### src/rtl/riscv_lsu.sv
// riscv_lsu: load/store unit between decoder/ALU and the data-memory bus.
// Runs req/gnt/rvalid transactions, stalls the core, formats store/load data.
//
// Ports:
//   clk_i, rst_i                 clock, synchronous active-high reset
//   lsu_req_i/we_i/size_i        access request from decoder (held while stalled)
//   lsu_addr_i, lsu_data_i       byte address, store data
//   lsu_data_o                   extended load result (valid in DONE)
//   lsu_stall_req_o              hold the pipeline
//   lsu_fault_o                  one-cycle pulse: misaligned, bad size, timeout
//   data_req_o/we_o/be_o         bus request, write enable, byte enables
//   data_addr_o, data_wdata_o    word address, replicated store data
//   data_gnt_i, data_rvalid_i    bus grant, bus response
//   data_rdata_i                 read word
module riscv_lsu #(
    parameter int RESP_TIMEOUT = 255
) (
    input  logic        clk_i,
    input  logic        rst_i,
    input  logic        lsu_req_i,
    input  logic        lsu_we_i,
    input  logic [2:0]  lsu_size_i,
    input  logic [31:0] lsu_addr_i,
    input  logic [31:0] lsu_data_i,
    output logic [31:0] lsu_data_o,
    output logic        lsu_stall_req_o,
    output logic        lsu_fault_o,
    output logic        data_req_o,
    output logic        data_we_o,
    output logic [3:0]  data_be_o,
    output logic [31:0] data_addr_o,
    output logic [31:0] data_wdata_o,
    input  logic        data_gnt_i,
    input  logic        data_rvalid_i,
    input  logic [31:0] data_rdata_i
);
    // Counter only needs to reach RESP_TIMEOUT-1.
    localparam int CW = (RESP_TIMEOUT < 2) ? 1 : $clog2(RESP_TIMEOUT);

    typedef enum logic [1:0] {S_IDLE, S_REQ, S_RESP, S_DONE} state_t;

    state_t        r_state;
    logic [2:0]    r_size;
    logic [1:0]    r_off;
    logic [CW-1:0] r_cnt;
    logic          r_fault;
    logic [31:0]   r_data;
    logic          r_req;
    logic          r_we;
    logic [3:0]    r_be;
    logic [31:0]   r_addr;
    logic [31:0]   r_wdata;

    logic          w_size_ok;
    logic          w_aligned;
    logic          w_legal;
    logic          w_timeout;
    logic [3:0]    w_be;
    logic [31:0]   w_wdata;
    logic [31:0]   w_shift;
    logic [15:0]   w_half;
    logic [31:0]   w_ext;

    // Request decode: legality, byte enables and store-data replication.
    always_comb begin
        w_size_ok = 1'b0;
        w_aligned = 1'b0;
        w_be      = 4'b0000;
        w_wdata   = lsu_data_i;
        case (lsu_size_i)
            3'd0, 3'd4: begin
                w_size_ok = 1'b1;
                w_aligned = 1'b1;
                w_be      = 4'b0001 << lsu_addr_i[1:0];
                w_wdata   = {4{lsu_data_i[7:0]}};
            end
            3'd1, 3'd5: begin
                w_size_ok = 1'b1;
                w_aligned = ~lsu_addr_i[0];
                w_be      = 4'b0011 << {lsu_addr_i[1], 1'b0};
                w_wdata   = {2{lsu_data_i[15:0]}};
            end
            3'd2: begin
                w_size_ok = 1'b1;
                w_aligned = (lsu_addr_i[1:0] == 2'b00);
                w_be      = 4'b1111;
            end
            default: ;
        endcase
    end

    assign w_legal = w_size_ok & w_aligned;

    // Load formatting uses the latched size/offset, not the live inputs.
    always_comb begin
        w_shift = data_rdata_i >> {r_off, 3'b000};
        w_half  = r_off[1] ? data_rdata_i[31:16] : data_rdata_i[15:0];
        case (r_size)
            3'd0:    w_ext = {{24{w_shift[7]}}, w_shift[7:0]};
            3'd1:    w_ext = {{16{w_half[15]}}, w_half};
            3'd4:    w_ext = {24'd0, w_shift[7:0]};
            3'd5:    w_ext = {16'd0, w_half};
            default: w_ext = data_rdata_i;
        endcase
    end

    assign w_timeout = (RESP_TIMEOUT != 0) &&
                       (r_cnt == CW'(RESP_TIMEOUT - 1));

    always_ff @(posedge clk_i) begin
        if (rst_i) begin
            r_state <= S_IDLE;
            r_size  <= 3'd0;
            r_off   <= 2'd0;
            r_cnt   <= '0;
            r_fault <= 1'b0;
            r_data  <= 32'd0;
            r_req   <= 1'b0;
            r_we    <= 1'b0;
            r_be    <= 4'b0000;
            r_addr  <= 32'd0;
            r_wdata <= 32'd0;
        end else begin
            r_fault <= 1'b0;
            case (r_state)
                S_IDLE: begin
                    if (lsu_req_i) begin
                        if (w_legal) begin
                            r_state <= S_REQ;
                            r_req   <= 1'b1;
                            r_we    <= lsu_we_i;
                            r_be    <= w_be;
                            r_addr  <= {lsu_addr_i[31:2], 2'b00};
                            r_wdata <= w_wdata;
                            r_size  <= lsu_size_i;
                            r_off   <= lsu_addr_i[1:0];
                            r_cnt   <= '0;
                        end else begin
                            r_fault <= 1'b1;
                        end
                    end
                end
                S_REQ: begin
                    r_cnt <= r_cnt + CW'(1);
                    if (w_timeout) begin
                        r_state <= S_DONE;
                        r_req   <= 1'b0;
                        r_fault <= 1'b1;
                        r_data  <= 32'd0;
                    end else if (data_gnt_i) begin
                        r_state <= S_RESP;
                        r_req   <= 1'b0;
                    end
                end
                S_RESP: begin
                    r_cnt <= r_cnt + CW'(1);
                    // rvalid is never looked at in REQ, so a same-cycle
                    // gnt+rvalid is not taken as the response.
                    if (w_timeout) begin
                        r_state <= S_DONE;
                        r_fault <= 1'b1;
                        r_data  <= 32'd0;
                    end else if (data_rvalid_i) begin
                        r_state <= S_DONE;
                        if (!r_we) r_data <= w_ext;
                    end
                end
                S_DONE: r_state <= S_IDLE;
                default: r_state <= S_IDLE;
            endcase
        end
    end

    assign lsu_stall_req_o = ((r_state == S_IDLE) && lsu_req_i && w_legal) ||
                             (r_state == S_REQ) || (r_state == S_RESP);
    assign lsu_fault_o     = r_fault;
    assign lsu_data_o      = r_data;
    assign data_req_o      = r_req;
    assign data_we_o       = r_we;
    assign data_be_o       = r_be;
    assign data_addr_o     = r_addr;
    assign data_wdata_o    = r_wdata;

endmodule

### config.mk
export PLATFORM = sky130hd
export DESIGN_NAME = riscv_lsu
export DESIGN_NICKNAME = d
export VERILOG_FILES = /design/src/rtl/riscv_lsu.sv
export SDC_FILE = /design/constraint.sdc
export NUM_CORES = 1
export LEC_CHECK = 0
export BUFFER_PORTS_ARGS = -buffer_cell sky130_fd_sc_hd__buf_2
export CAP_MARGIN = 0
export CORE_MARGIN = 2
export CORE_UTILIZATION = 53
export DETAILED_ROUTE_END_ITERATION = 10
export PLACE_DENSITY_LB_ADDON = 0.05
export SETUP_SLACK_MARGIN = 0.02
export SLEW_MARGIN = 20
export SYNTH_ARGS = -nofsm -noshare
export SYNTH_HDL_FRONTEND = slang
export SYNTH_SLANG_ARGS = --single-unit
export TNS_END_PERCENT = 10
### constraint.sdc
create_clock -name clk_i -period 4.3 [get_ports clk_i]
set_clock_uncertainty 0.05 [all_clocks]
set_input_delay 0.43 -clock clk_i [delete_from_list [all_inputs] [get_ports clk_i]]
set_output_delay 0.43 -clock clk_i [all_outputs]
set_load 0.05 [all_outputs]
==> impl_metrics.yaml, run 1 <==
timing:
  tns_ps: 0
  fmax_mhz: 363
  fin_crit_ps: 2750
  setup_viol: 0
  holdWs_ps: 108
  tightest_slew_ps: 930
  hold_viol_final: 0
  slew_violations: 0
  relSlewSlack: 0.380
  fin_crit_sh: 0.641
  rsz0062_at_grt: "false"
detailed_routing:
  drt-vias-per-instance: 5.63
  drc: 0
  wl_um: 15300
  drt_pre_antenna_iters: 5
  avgRoutedWirePerCell_um: 15.7
  postRouteAntennaNets: 0
  drtIter0Drc: 299
  num_vias: 5515
floorplanning:
  io_pins: 209
  die_x_um: 105
  core_area_um2: 9860
  die_y_um: 105
  initial_utilization: 0.550
  dieArea_um2: 11100
  rows: 36
synthesis:
  yosysMostFrequentCell: "nand2_1"
  synth_top_area_cell: "dfxtp_1"
  synth_fa_ha_area_frac: 0.0162
  synth_edf_count: 0
  seq_area_frac_synth: 0.428
  synth_compound_area_frac: 0.236
  ys_ff_latch: 116
  synth_top_family_by_area: "compound AO/OA/AOI/OAI gates"
  synthTopCellsByCount: "nand2_1 (159), dfxtp_1 (116), a21oi_1 (70)"
  synthMuxAreaShare: 0.0748
  synth_top_area_frac: 0.428
  syn_area_per_cell_um2: 8.24
  synth-xor-area-share: 0.00162
  syn_area_um2: 5420
  synthSimpleGateAreaFrac: 0.184
  synthArstFlopShare: 0
  syn_inst: 658
  synth_ff_type: "dfxtp_1"
  yosys-top-cells-area: "dfxtp_1 (43%), nand2_1 (11%), a21oi_1 (6.5%)"
  yosys.cell_types.count: 55
  ys_warn_count: 0
clock_tree:
  numCtsBuffers: 17
  hold_buffers: 0
  clockBufferDepth: 2
  clock-root-buffer: "clkbuf_8"
  htree_levels: 4
  cts_setup_buffers: 0
  clock_sinks: 116
  clkTransAtPathRegs_ps: 50
  cts_resized: 0
  tritoncts: "built"
  insertion_delay_ps: 510
critical_path:
  cp.required_ps: 3820
  path_common_cell: "buf_2"
  critPathSlowestCell: "o21bai_4"
  r2r-start: "r_cnt[0]"
  reg2reg_depth: 6
  cp_cell_sequence: "buf_2, a21oi_1, o21bai_4, nand2_1, buf_2"
  reg2reg_setup_slack_ps: 1720
  cp_max_fo: 40
  arrival_ps: 2270
  worst-setup-path-type: "in -> out"
  critPathBufInv: 2
  r2r-end: "lsu_data_o[26]"
  critical_path.max_stage_delay_ps: 690
  end_kind: "output port"
  crit_family: "compound AO/OA/AOI/OAI gates"
  startpoint_type: "input pin"
job:
  drv_cap: 0
finish:
  fin_nets: 945
  num_antenna_cells: 0
  area_growth_pct: 29.4
  fin_util: 0.712
  drive_above_1_share: 0.301
  design_area_um2: 7020
power_and_ir_drop:
  netSwitchingFraction: 0.330
  powerDensity_nw_per_um2: 510
  power_frac_clock: 0.409
  p_comb_frac: 0.251
  p_leak_nw: 3.05
  p_total_w: 0.00358
  net-switching-power_w: 0.00118
  ir_drop_mv: 0.281
  internal_power_w: 0.00240
  power_frac_seq: 0.340
placement:
  io_buffers: 206
  place_area_um2: 6370
  place_congestion: 0.891
  dpl.hpwl_um: 10600
grt:
  grt_overflow: 0
  grt_max_degree: 93
  grt_pass1_vias: 5202
  grt.total_usage: 0.279
  grt_pass1_wl_um: 25100
  antenna_found_initial: 0
hold_path:
  whs_endpoint: "data_addr_o[12]"
  worstHoldStart: "lsu_addr_i[12]"
  hold_path_class: "in -> reg"
  holdPathStages: 3
outcome:
  outcome: "completed"
[worst max path at each step]
stage	slack (ps)	end	cells past startpoint	from
floorplan	2170	lsu_stall_req_o	6	lsu_size_i[0]
global placement	1560	lsu_stall_req_o	5	lsu_size_i[1]
detailed placement	1510	data_wdata_o[25]	6	lsu_size_i[1]
CTS	1530	lsu_stall_req_o	5	lsu_size_i[1]
global route	1360	lsu_stall_req_o	5	lsu_size_i[1]
finish	1550	lsu_stall_req_o	5	lsu_size_i[1]
[stage by stage]
stage / worst slack (ps) / cells
finish: 1550 / 979
global route: 1360 / 979
floorplan: 2170 / 659
CTS: 1530 / 978
detailed placement: 1510 / 946
global placement: 1560 / 946
[metal layers]
| layer | GRT usage | part of all wire |
|---|---|---|
| met5 | 0 | 0 |
| met4 | 0.0867 | 0.010 |
| met3 | 0.0730 | 0.079 |
| met2 | 0.456 | 0.49 |
| met1 | 0.360 | 0.42 |
[cells by family (layout without fill, tap and decap cells)]
logic type,Yosys count,count (layout)
multiplexers,37,37
flip-flops,116,116
XOR/XNOR,1,1
AO/OA/AOI/OAI,201,201
adder cells (fa/ha/maj),7,7
AND/OR/NAND/NOR,232,232
buffers and inverters,63,250
other,1,2
[cells in the final DEF, fill, tap and decap left out, types with 4 or more instances in the layout]
cell type / Yosys / layout
a211oi_1: 14 / 14
a21oi_1: 70 / 70
a22o_1: 24 / 24
a311oi_1: 9 / 9
a31oi_1: 10 / 10
buf_2: 18 / 206
bufinv_16: 0 / 4
clkbuf_16: 0 / 16
clkbuf_8: 0 / 4
dfxtp_1: 116 / 116
ha_1: 7 / 7
inv_1: 8 / 8
mux2_2: 8 / 8
mux2i_1: 27 / 27
nand2_1: 159 / 159
nand2b_1: 5 / 5
nand3_1: 15 / 15
nor2_1: 26 / 26
nor3_1: 6 / 6
o211ai_1: 4 / 4
o21ai_0: 45 / 45
o2bb2ai_1: 7 / 7
[state kept, by name (all words and copies together), names as in the netlist]
name          count
data_wdata_o     32
lsu_data_o       32
data_addr_o      30
r_cnt             8
data_be_o         4
r_size            3
r_off             2
r_state           2
data_req_o        1
data_we_o         1
lsu_fault_o       1
[cell type report]
class                           instances  area [um^2]
Multi-Input combinational cell        480         2800
Tap cell                              133          166
Timing Repair Buffer                  210         1080
Clock inverter                          9          150
Fill cell                             825         2850
Sequential cell                       116         2320
Clock buffer                           23          467
Inverter                                8         30.0
[worst min-delay path, cell delays in order]
cell	delay, ps
buf_2	100
nand2_1	40
a21oi_1	50
[power by group through the flow]
stage	clock network [W]	registers, W	logic, W
2_1_floorplan	0	0.00148	0.000427
3_3_place_gp	0	0.00124	0.000871
3_5_place_dp	0	0.00124	0.000886
4_1_cts	0.00148	0.00122	0.000891
5_1_grt	0.00153	0.00123	0.000970
6_report	0.00146	0.00122	0.000899
(Power assumes the default switching activity.)
==> run 2, diff against run 1 <==
- ABC_AREA: unset -> 1
- CORE_UTILIZATION: 53 -> 44
- clock period: 4.3 -> 2.4 ns (I/O delays scaled with it)
==> run 2 against run 1 <==
- total power increased by 100%
- non-clock buffer count increased by 5
- sequential share of layout area decreased by 0.22 points
- die area increased by 19%
- combinational power increased by 130%
- synthesized cell count increased by 15%
- largest cell class unchanged
- largest power group unchanged
==> impl_metrics.yaml, run 2 <==
outcome:
  outcome: "completed"
synthesis:
  synth_ff_type: "dfxtp_1"
  ys_warn_count: 0
  synth_top_area_cell: "dfxtp_1"
  syn_inst: 759
  synth_edf_count: 0
  syn_area_per_cell_um2: 7.09
  yosysMostFrequentCell: "nand2_1"
  synthArstFlopShare: 0
  syn_area_um2: 5380
  synth_top_area_frac: 0.431
  synthTopCellsByCount: "nand2_1 (249), a21oi_1 (130), dfxtp_1 (116)"
  seq_area_frac_synth: 0.431
  ys_ff_latch: 116
  yosys.cell_types.count: 32
  yosys-top-cells-area: "dfxtp_1 (43%), nand2_1 (17%), a21oi_1 (12%)"
floorplanning:
  rows: 40
  io_pins: 209
  initial_utilization: 0.450
  die_x_um: 115
  dieArea_um2: 13100
  core_area_um2: 12000
  die_y_um: 115
finish:
  final_cells: 1107
  drive_above_1_share: 0.282
  design_area_um2: 7070
  final_common_cell: "nand2_1"
  mostFrequentLayoutCells: "nand2_1 (249), buf_2 (205), a21oi_1 (130)"
  fin_nets: 1059
  num_antenna_cells: 0
  area_growth_pct: 31.3
detailed_routing:
  wl_um: 16000
  postRouteAntennaNets: 0
  drc: 0
  drt-vias-per-instance: 5.13
  num_vias: 5684
  avgRoutedWirePerCell_um: 14.5
  drtIter0Drc: 357
  drt_pre_antenna_iters: 5
timing:
  tns_ps: 0
  fin_crit_sh: 0.870
  fmax_mhz: 479
  tightest_slew_ps: 596
  relSlewSlack: 0.602
  fin_crit_ps: 2090
  setup_viol: 0
  hold_viol_final: 0
  rsz0062_at_grt: "false"
  slew_violations: 0
clock_tree:
  htree_levels: 4
  clockBufferDepth: 2
  clock_sinks: 116
  cts_setup_buffers: 0
  insertion_delay_ps: 410
  clock-root-buffer: "clkbuf_16"
  cts_resized: 0
  hold_buffers: 0
  tritoncts: "built"
  numCtsBuffers: 17
  clkTransAtPathRegs_ps: 60
critical_path:
  critPathSlowestCell: "dfxtp_1"
  end_kind: "output port"
  arrival_ps: 1800
  worst-setup-path-type: "reg -> out"
  critical_path.max_stage_delay_ps: 360
  critPathBufInv: 2
  cp_max_fo: 7
  crit_family: "buffers and inverters"
  cp.required_ps: 2110
  cp_cell_sequence: "inv_1, ha_1, nand4_4, nand2_1, buf_2"
  startpoint_type: "register"
grt:
  grt_overflow: 0
  grt_pass1_vias: 5310
  grt.total_usage: 0.240
  antenna_found_initial: 0
  grt_pass1_wl_um: 25000
  grt_max_degree: 73
placement:
  dpl.hpwl_um: 11600
  io_buffers: 206
  place_area_um2: 6410
  dp.cells: 1075
  place_congestion: 0.907
hold_path:
  hold_path_class: "in -> reg"
power_and_ir_drop:
  p_leak_nw: 3.24
  powerDensity_nw_per_um2: 1010
  ir_drop_mv: 0.472
job:
  drv_cap: 0
run 2: cell types whose count changed after synthesis, moves of 8 or more:
cell,previous run,this run
nand2_1,159,249
a21oi_1,70,130
inv_1,8,37
mux2i_1,27,0
a22o_1,24,0
nand3_1,15,35
nor2_1,26,43
o21ai_0,45,29
a211oi_1,14,0
o211ai_1,4,16
a311oi_1,9,0
clkbuf_1,22,14
mux2_2,8,0
run 2: worst reg2reg max path: stages, from the launching register on:
cell and delay, ps:
dfxtp_1 400, inv_1 110, ha_1 260, inv_1 110, nand3_1 100, nand3b_4 260, inv_2 350, o211ai_1 190
a21oi_1 160
run 2: final timing paths:
| path | from | depth (start not counted) | to | slack [ps] |
|---|---|---|---|---|
| min reg2reg | lsu_data_o[23] | 2 | lsu_data_o[23] | 410 |
| max reg2reg | r_state[1] | 8 | lsu_data_o[1] | 350 |
| min | lsu_addr_i[3] | 3 | data_addr_o[3] | 10 |
| max | r_state[0] | 5 | lsu_stall_req_o | 310 |
run 2: area by class of cell:
type	count	area, um^2
Multi-Input combinational cell	555	2620
Tap cell	147	184
Fill cell	1163	4900
Clock buffer	21	460
Sequential cell	116	2320
Timing Repair Buffer	215	1130
Clock inverter	11	199
Inverter	42	158
run 2: kinds of logic after synthesis:
family	count (synthesis)	share of synthesized area
and+or+nand+nor	356	0.277
AOI/OAI and AO/OA	187	0.185
DFF	116	0.431
buffers and inverters	89	0.0848
adders and majority gates	7	0.0163
xor gates and xnor gates	3	0.00488
other	1	0.000697
run 2: power breakdown:
| group | switching (W) | total [W] | internal [W] |
|---|---|---|---|
| Combinational | 0.00153 | 0.00208 | 0.000546 |
| Sequential | 0.000127 | 0.00226 | 0.00214 |
| Clock | 0.000923 | 0.00283 | 0.00190 |
run 2: layer usage:
layer / vias up / global-route usage / routed length [um]
met2: 193 / 0.399 / 7760
li1: 2843 / - / -
met1: 2629 / 0.290 / 6900
met3: 19 / 0.0741 / 1110
met4: 0 / 0.0919 / 248
met5: - / 0 / 0
run 2: stage by stage:
step           setup slack [ps]  hold slack, ps  total power [W]  utilization
6_report                    312            14.0          0.00717        0.591
5_1_grt                     202            9.51          0.00748        0.591
4_1_cts                     306            4.11          0.00721        0.591
3_5_place_dp                382             403          0.00438        0.536
3_3_place_gp                477             399          0.00434        0.536
2_1_floorplan               719             333          0.00390            -
